**config.mk**
```make
export PLATFORM = sky130hd
export DESIGN_NAME = control_unit_multicycle_mips
export DESIGN_NICKNAME = d
export VERILOG_FILES = /design/src/rtl/control_unit_multicycle_mips.sv
export SDC_FILE = /design/constraint.sdc
export NUM_CORES = 1
export LEC_CHECK = 0
export CORE_MARGIN = 5
export CORE_UTILIZATION = 35
export DETAILED_ROUTE_END_ITERATION = 10
export GPL_TIMING_DRIVEN = 0
export SLEW_MARGIN = 10
export SYNTH_ARGS = -nofsm -noshare
export SYNTH_HDL_FRONTEND = slang
export SYNTH_SLANG_ARGS = --single-unit
```
**constraint.sdc**
```tcl
create_clock -name i_clk -period 3.6 [get_ports i_clk]
set_clock_uncertainty 0.05 [all_clocks]
set_input_delay 0.72 -clock i_clk [delete_from_list [all_inputs] [get_ports i_clk]]
set_output_delay 0.72 -clock i_clk [all_outputs]
set_load 0.01 [all_outputs]
```
**src/rtl/control_unit_multicycle_mips.sv**
```systemverilog
// Multi-cycle MIPS control unit: one FSM sequences fetch/decode/execute/memory/writeback
// and drives the shared ALU, memory and register file, including the folded-in ALU control decode.
module control_unit_multicycle_mips #(
    parameter bit          MEM_HANDSHAKE   = 1'b1,
    parameter int unsigned MEM_TIMEOUT     = 15,
    parameter bit          HALT_ON_ILLEGAL = 1'b1
) (
    input  logic       i_clk,
    input  logic       i_reset,
    input  logic [5:0] i_op_code,
    input  logic [5:0] i_funct,
    input  logic       i_mem_ready,
    output logic       o_iord,
    output logic       o_mem_read,
    output logic       o_mem_write,
    output logic       o_ir_write,
    output logic       o_pc_write,
    output logic       o_pc_write_cond,
    output logic       o_branch_ne,
    output logic [1:0] o_pc_src,
    output logic       o_alu_src_a,
    output logic [1:0] o_alu_src_b,
    output logic [5:0] o_alu_control,
    output logic       o_reg_write,
    output logic       o_reg_dst,
    output logic       o_mem_to_reg,
    output logic       o_instr_done,
    output logic       o_illegal,
    output logic       o_mem_fault,
    output logic [3:0] o_state
);

    localparam int unsigned CNT_W = (MEM_TIMEOUT < 1) ? 1 : $clog2(MEM_TIMEOUT + 1);

    localparam logic [5:0] OP_RTYPE = 6'h00;
    localparam logic [5:0] OP_J     = 6'h02;
    localparam logic [5:0] OP_BEQ   = 6'h04;
    localparam logic [5:0] OP_BNE   = 6'h05;
    localparam logic [5:0] OP_ADDI  = 6'h08;
    localparam logic [5:0] OP_ADDIU = 6'h09;
    localparam logic [5:0] OP_LW    = 6'h23;
    localparam logic [5:0] OP_SW    = 6'h2B;

    // ALU control words {op_type_1, op_type_2, op_type_3, is_signed}
    localparam logic [5:0] ALU_SLL = 6'b000000;
    localparam logic [5:0] ALU_SRL = 6'b000010;
    localparam logic [5:0] ALU_SRA = 6'b001010;
    localparam logic [5:0] ALU_ADD = 6'b100000;
    localparam logic [5:0] ALU_SUB = 6'b100100;
    localparam logic [5:0] ALU_AND = 6'b110000;
    localparam logic [5:0] ALU_OR  = 6'b110100;
    localparam logic [5:0] ALU_XOR = 6'b111100;
    localparam logic [5:0] ALU_NOR = 6'b111000;

    typedef enum logic [3:0] {
        S_FETCH     = 4'd0,
        S_DECODE    = 4'd1,
        S_MEM_ADDR  = 4'd2,
        S_MEM_READ  = 4'd3,
        S_MEM_WB    = 4'd4,
        S_MEM_WRITE = 4'd5,
        S_EXECUTE   = 4'd6,
        S_ALU_WB    = 4'd7,
        S_BRANCH    = 4'd8,
        S_JUMP      = 4'd9,
        S_IMM_EXEC  = 4'd10,
        S_IMM_WB    = 4'd11,
        S_HALT      = 4'd15
    } state_t;

    state_t           state;
    state_t           decode_next;
    logic [CNT_W-1:0] wait_cnt;
    logic [5:0]       op_q;
    logic [5:0]       funct_q;
    logic             illegal_q;
    logic             fault_q;
    logic             ready;
    logic             mem_state;
    logic             timed_out;
    logic             decode_illegal;

    function automatic logic funct_known(input logic [5:0] f);
        case (f)
            6'h00, 6'h02, 6'h03, 6'h20, 6'h22,
            6'h24, 6'h25, 6'h26, 6'h27: return 1'b1;
            default:                    return 1'b0;
        endcase
    endfunction

    function automatic logic [5:0] rtype_alu(input logic [5:0] f);
        case (f)
            6'h00:   return ALU_SLL;
            6'h02:   return ALU_SRL;
            6'h03:   return ALU_SRA;
            6'h20:   return ALU_ADD | 6'b000001;
            6'h22:   return ALU_SUB | 6'b000001;
            6'h24:   return ALU_AND;
            6'h25:   return ALU_OR;
            6'h26:   return ALU_XOR;
            6'h27:   return ALU_NOR;
            default: return 6'b000000;
        endcase
    endfunction

    assign ready     = MEM_HANDSHAKE ? i_mem_ready : 1'b1;
    assign mem_state = (state == S_FETCH) || (state == S_MEM_READ) || (state == S_MEM_WRITE);
    // Ready in the cycle the count sits at the limit still succeeds
    assign timed_out = mem_state && !ready && (wait_cnt == CNT_W'(MEM_TIMEOUT));

    // Opcode/funct dispatch out of DECODE, using the live instruction register fields
    always_comb begin
        decode_illegal = 1'b0;
        decode_next    = S_HALT;
        case (i_op_code)
            OP_RTYPE: begin
                if (funct_known(i_funct)) decode_next = S_EXECUTE;
                else                      decode_illegal = 1'b1;
            end
            OP_LW, OP_SW:      decode_next = S_MEM_ADDR;
            OP_BEQ, OP_BNE:    decode_next = S_BRANCH;
            OP_J:              decode_next = S_JUMP;
            OP_ADDI, OP_ADDIU: decode_next = S_IMM_EXEC;
            default:           decode_illegal = 1'b1;
        endcase
        if (decode_illegal) decode_next = HALT_ON_ILLEGAL ? S_HALT : S_EXECUTE;
    end

    // Sequencer: state, latched instruction fields, wait counter and sticky flags
    always_ff @(posedge i_clk) begin
        if (i_reset) begin
            state     <= S_FETCH;
            wait_cnt  <= '0;
            op_q      <= '0;
            funct_q   <= '0;
            illegal_q <= 1'b0;
            fault_q   <= 1'b0;
        end else begin
            if (state == S_DECODE)    illegal_q <= decode_illegal;
            else if (state != S_HALT) illegal_q <= 1'b0;

            if (timed_out) begin
                state    <= S_HALT;
                fault_q  <= 1'b1;
                wait_cnt <= '0;
            end else begin
                // Every memory state exits on ready, so clearing here also clears on entry
                if (mem_state && !ready) wait_cnt <= wait_cnt + 1'b1;
                else                     wait_cnt <= '0;

                case (state)
                    S_FETCH:     if (ready) state <= S_DECODE;
                    S_DECODE: begin
                        op_q    <= i_op_code;
                        funct_q <= i_funct;
                        state   <= decode_next;
                    end
                    S_MEM_ADDR:  state <= (op_q == OP_SW) ? S_MEM_WRITE : S_MEM_READ;
                    S_MEM_READ:  if (ready) state <= S_MEM_WB;
                    S_MEM_WB:    state <= S_FETCH;
                    S_MEM_WRITE: if (ready) state <= S_FETCH;
                    S_EXECUTE:   state <= illegal_q ? S_FETCH : S_ALU_WB;
                    S_ALU_WB:    state <= S_FETCH;
                    S_BRANCH:    state <= S_FETCH;
                    S_JUMP:      state <= S_FETCH;
                    S_IMM_EXEC:  state <= S_IMM_WB;
                    S_IMM_WB:    state <= S_FETCH;
                    S_HALT:      state <= S_HALT;
                    default:     state <= S_HALT;
                endcase
            end
        end
    end

    assign o_state     = 4'(state);
    assign o_illegal   = illegal_q;
    assign o_mem_fault = fault_q;

    // Moore output decode; only FETCH and MEM_WRITE look at ready
    always_comb begin
        o_iord          = 1'b0;
        o_mem_read      = 1'b0;
        o_mem_write     = 1'b0;
        o_ir_write      = 1'b0;
        o_pc_write      = 1'b0;
        o_pc_write_cond = 1'b0;
        o_branch_ne     = 1'b0;
        o_pc_src        = 2'b00;
        o_alu_src_a     = 1'b0;
        o_alu_src_b     = 2'b00;
        o_alu_control   = 6'b000000;
        o_reg_write     = 1'b0;
        o_reg_dst       = 1'b0;
        o_mem_to_reg    = 1'b0;
        o_instr_done    = 1'b0;
        case (state)
            S_FETCH: begin
                o_mem_read    = 1'b1;
                o_alu_src_b   = 2'b01;
                o_alu_control = ALU_ADD;
                o_ir_write    = ready;
                o_pc_write    = ready;
            end
            S_DECODE: begin
                o_alu_src_b   = 2'b11;
                o_alu_control = ALU_ADD;
            end
            S_MEM_ADDR: begin
                o_alu_src_a   = 1'b1;
                o_alu_src_b   = 2'b10;
                o_alu_control = ALU_ADD;
            end
            S_MEM_READ: begin
                o_mem_read = 1'b1;
                o_iord     = 1'b1;
            end
            S_MEM_WB: begin
                o_reg_write  = 1'b1;
                o_mem_to_reg = 1'b1;
                o_instr_done = 1'b1;
            end
            S_MEM_WRITE: begin
                o_mem_write  = 1'b1;
                o_iord       = 1'b1;
                o_instr_done = ready;
            end
            S_EXECUTE: begin
                if (!illegal_q) begin
                    o_alu_src_a   = 1'b1;
                    o_alu_control = rtype_alu(funct_q);
                end
            end
            S_ALU_WB: begin
                o_reg_write  = 1'b1;
                o_reg_dst    = 1'b1;
                o_instr_done = 1'b1;
            end
            S_BRANCH: begin
                o_alu_src_a     = 1'b1;
                o_alu_control   = ALU_SUB;
                o_pc_write_cond = 1'b1;
                o_pc_src        = 2'b01;
                o_branch_ne     = (op_q == OP_BNE);
                o_instr_done    = 1'b1;
            end
            S_JUMP: begin
                o_pc_write   = 1'b1;
                o_pc_src     = 2'b10;
                o_instr_done = 1'b1;
            end
            S_IMM_EXEC: begin
                o_alu_src_a   = 1'b1;
                o_alu_src_b   = 2'b10;
                o_alu_control = ALU_ADD | {5'b00000, (op_q == OP_ADDI)};
            end
            S_IMM_WB: begin
                o_reg_write  = 1'b1;
                o_instr_done = 1'b1;
            end
            default: ;
        endcase
    end

endmodule

```
==> results.py <==
metrics = {
    "status": {
        "status": "completed",
    },
    "place": {
        "dpl.hpwl_um": 3188,
        "io_buffers": 42,
        "placed_cells": 275,
        "gp_congestion": 0.8182,
    },
    "sta": {
        "tightest_slew_ns": 0.5839,
        "tns_ns": 0,
        "slew_viol_final": 0,
        "timing.slew.headroom_pct": 60.77,
        "min_period_over_period_pct": 87.63,
        "hold_violations": 0,
        "setup_violations": 0,
        "clock.fmax_mhz": 317.0,
        "period_minus_slack_ns": 3.155,
        "rsz0062_at_grt": "false",
    },
    "logic_synthesis": {
        "synthCells": 185,
        "synth_area_leaders": "dfxtp_1 (32%), nand2_1 (10%), a21oi_1 (5.8%), nor3_1 (4.0%), nor2_1 (3.8%)",
        "synth_fa_ha_area_share_pct": 0.9017,
        "synth-seq-cells": 22,
        "synth_top_family_by_area": "simple AND/OR/NAND/NOR gates",
        "synth_common_cells": "nand2_1 (37), dfxtp_1 (22), a21oi_1 (16)",
        "synth_cell_type_count": 51,
        "ys.flop_type": "dfxtp_1",
        "ys_seq_area_share_pct": 31.74,
        "synth_top_area_cell": "dfxtp_1",
        "synth_nets": 201,
        "synth-compound-area-share_pct": 23.62,
        "synth_most_common_cell": "nand2_1",
        "synth_mux_area_share_pct": 0.7214,
        "syn_avg_cell_area_sq_um": 7.500,
        "async_reset_ff_share_pct": 0,
        "synth_top_area_share_pct": 31.74,
        "yosysWarnings": 0,
        "synthSimpleGateAreaFrac_pct": 35.08,
        "synth-edff-count": 0,
        "synth-xor-area-share_pct": 2.525,
        "syn_area_sq_um": 1388,
    },
    "critical_path": {
        "slowest_delay_ns": 0.53,
        "crit_end": "o_branch_ne",
        "r2r_cells": 5,
        "path_max_fanout": 10,
        "critPathLaunch": "o_state[1]",
        "cp-end-kind": "primary output",
        "crit_type": "flip-flop to primary output",
        "ff2ff_setup_slack_ns": 1.82,
        "crit_path_top_delay_cell": "clkdlybuf4s50_1",
        "worst_r2r_endpoint": "o_state[1]",
        "reg2reg_from": "o_state[1]",
        "path_cells": "buf_6 > clkbuf_1 > nand2b_1 > nor3_1 > and3_1 > clkdlybuf4s50_1",
        "arrival_ns": 2.38,
        "critPathRequiredTime_ns": 2.83,
        "worstSetupStartpointType": "flip-flop",
    },
    "power": {
        "p_leak_uw": 0.0006687,
        "power_density_nw_per_um2": 777.3,
        "p_total_uw": 1495,
        "vdd_drop_max_mv": 0.2852,
    },
    "drt": {
        "avgRoutedWirePerCell_um": 14.34,
        "drc": 0,
        "viasPerCell": 5.412,
        "wirelength_um": 4000,
        "ant_nets": 0,
        "dr.pass1.iters": 4,
        "first_iter_violations": 75,
        "vias": 1510,
    },
    "die": {
        "io-pin-count": 43,
        "rows": 22,
        "dieHeight_um": 72.97,
        "die_area_sq_um": 5324,
        "initial_utilization_pct": 37.07,
        "die_x_um": 72.97,
        "coreArea_sq_um": 3744,
    },
    "layout": {
        "n_antenna_cell": 0,
        "layout.cells.non_filler": 279,
        "drive_gt1_share_pct": 6.926,
        "area_delta_synth_final_pct": 38.59,
        "nets": 248,
    },
    "global_route": {
        "grtUsageTotal_pct": 16.04,
        "grt_pass1_wl_um": 6858,
        "grt_overflow": 0,
        "grt_pass1_vias": 1426,
        "grt_max_degree": 13,
        "grt_antenna_before_repair": 0,
    },
    "clock_tree": {
        "cts_root_buffer": "clkbuf_8",
        "clockBufferDepth": 2,
        "cts_tree": "done",
        "cts_setup_buffers": 0,
        "ctsHoldBuffers": 0,
        "cts_resized": 0,
        "clk_latency_ns": 0.26,
        "numClockSinks": 22,
        "numCtsBuffers": 3,
        "clkTransAtPathRegs_ns": 0.08,
        "ctsHtreeMaxLevel": 1,
    },
    "worst_hold_path": {
        "hold_path_class": "flip-flop to flip-flop",
    },
    "flow_run": {
        "drv_cap": 0,
    },
}
## through the flow
stage	hold WS [ns]	area (sq um)	utilization (%)	setup WS, ns
final	0.4058	1923	51.37	0.4454
after global routing	0.4289	1923	51.37	0.2898
after CTS	0.4083	1923	51.37	0.4050
after detailed placement	0.3969	1868	49.90	0.5334
after global placement	0.3988	1868	49.90	0.5494
after floorplan	0.3818	1388	-	1.331
## routing by layer
| metal | wire length [um] | part of all wire [%] | track usage (%) |
|---|---|---|---|
| met3 | 250 | 6.3 | 2.479 |
| met4 | 50 | 1.3 | 5.738 |
| met5 | 0 | 0 | 0 |
| met2 | 1831 | 46 | 25.05 |
| met1 | 1867 | 47 | 22.21 |
## where the power goes
group          total (uW)  internal (uW)  switching [uW]  leakage, uW
clock                 177           97.5            79.6    0.0000288
sequential            358            303            55.5     0.000179
combinational         959            460             499     0.000460
total                1490            861             634     0.000669
## how the worst min path moves through the flow
stage | startpoint | endpoint | depth (start not counted) | slack [ns]
6_report | funct_q[3] | funct_q[3] | 2 | 0.41
5_1_grt | funct_q[3] | funct_q[3] | 2 | 0.43
4_1_cts | funct_q[3] | funct_q[3] | 2 | 0.41
3_5_place_dp | funct_q[3] | funct_q[3] | 2 | 0.40
3_3_place_gp | funct_q[3] | funct_q[3] | 2 | 0.40
2_1_floorplan | wait_cnt[0] | wait_cnt[0] | 1 | 0.38
## registers in the layout (all words and copies together), names as in the netlist
name	flops
funct_q	6
o_illegal	1
o_mem_fault	1
o_state	4
op_q	6
wait_cnt	4
## cell type report
cell class              instances  area [sq um]
repair buffers                 42         420.4
fillers                       385          1821
flip-flops and latches         22         440.4
clock buffers                   4         55.05
inverters                       4         15.01
plain buffers                  12         60.06
multi-input cells             147         872.1
well taps                      48         60.06
## cells by family after synthesis
family,after synthesis
AOI/OAI and AO/OA,46
xor gates and xnor gates,4
adders and majority gates,1
buffers and inverters,16
DFF,22
muxes,1
and+or+nand+nor,95
## layout by cell type, fill, tap and decap left out, types with 2 or more instances in the layout
| cell | Yosys | routed |
|---|---|---|
| and4_1 | 2 | 2 |
| o21ai_0 | 3 | 3 |
| clkbuf_8 | 0 | 4 |
| nand3_1 | 5 | 5 |
| clkdlybuf4s50_1 | 0 | 42 |
| or4_1 | 2 | 2 |
| nor2_1 | 14 | 14 |
| xnor2_1 | 2 | 2 |
| nor3_1 | 11 | 11 |
| or3_1 | 2 | 2 |
| o31ai_1 | 3 | 3 |
| a211oi_1 | 2 | 2 |
| a31oi_1 | 2 | 2 |
| nor2b_1 | 4 | 4 |
| a221oi_1 | 2 | 2 |
| inv_1 | 4 | 4 |
| nor3b_1 | 4 | 4 |
| a21oi_1 | 16 | 16 |
| dfxtp_1 | 22 | 22 |
| o32ai_1 | 2 | 2 |
| clkbuf_1 | 6 | 6 |
| xor2_1 | 2 | 2 |
| nand2b_1 | 4 | 4 |
| nand2_1 | 37 | 37 |
| buf_2 | 3 | 3 |
| and3_1 | 4 | 4 |
## worst max-delay path, delay by kind of cell (launching register included)
kind	cells	cell delay (ns)
simple gates	3	0.92
flops	1	0.32
buf+inv	3	0.88
Power figures use the tool's default switching activity.
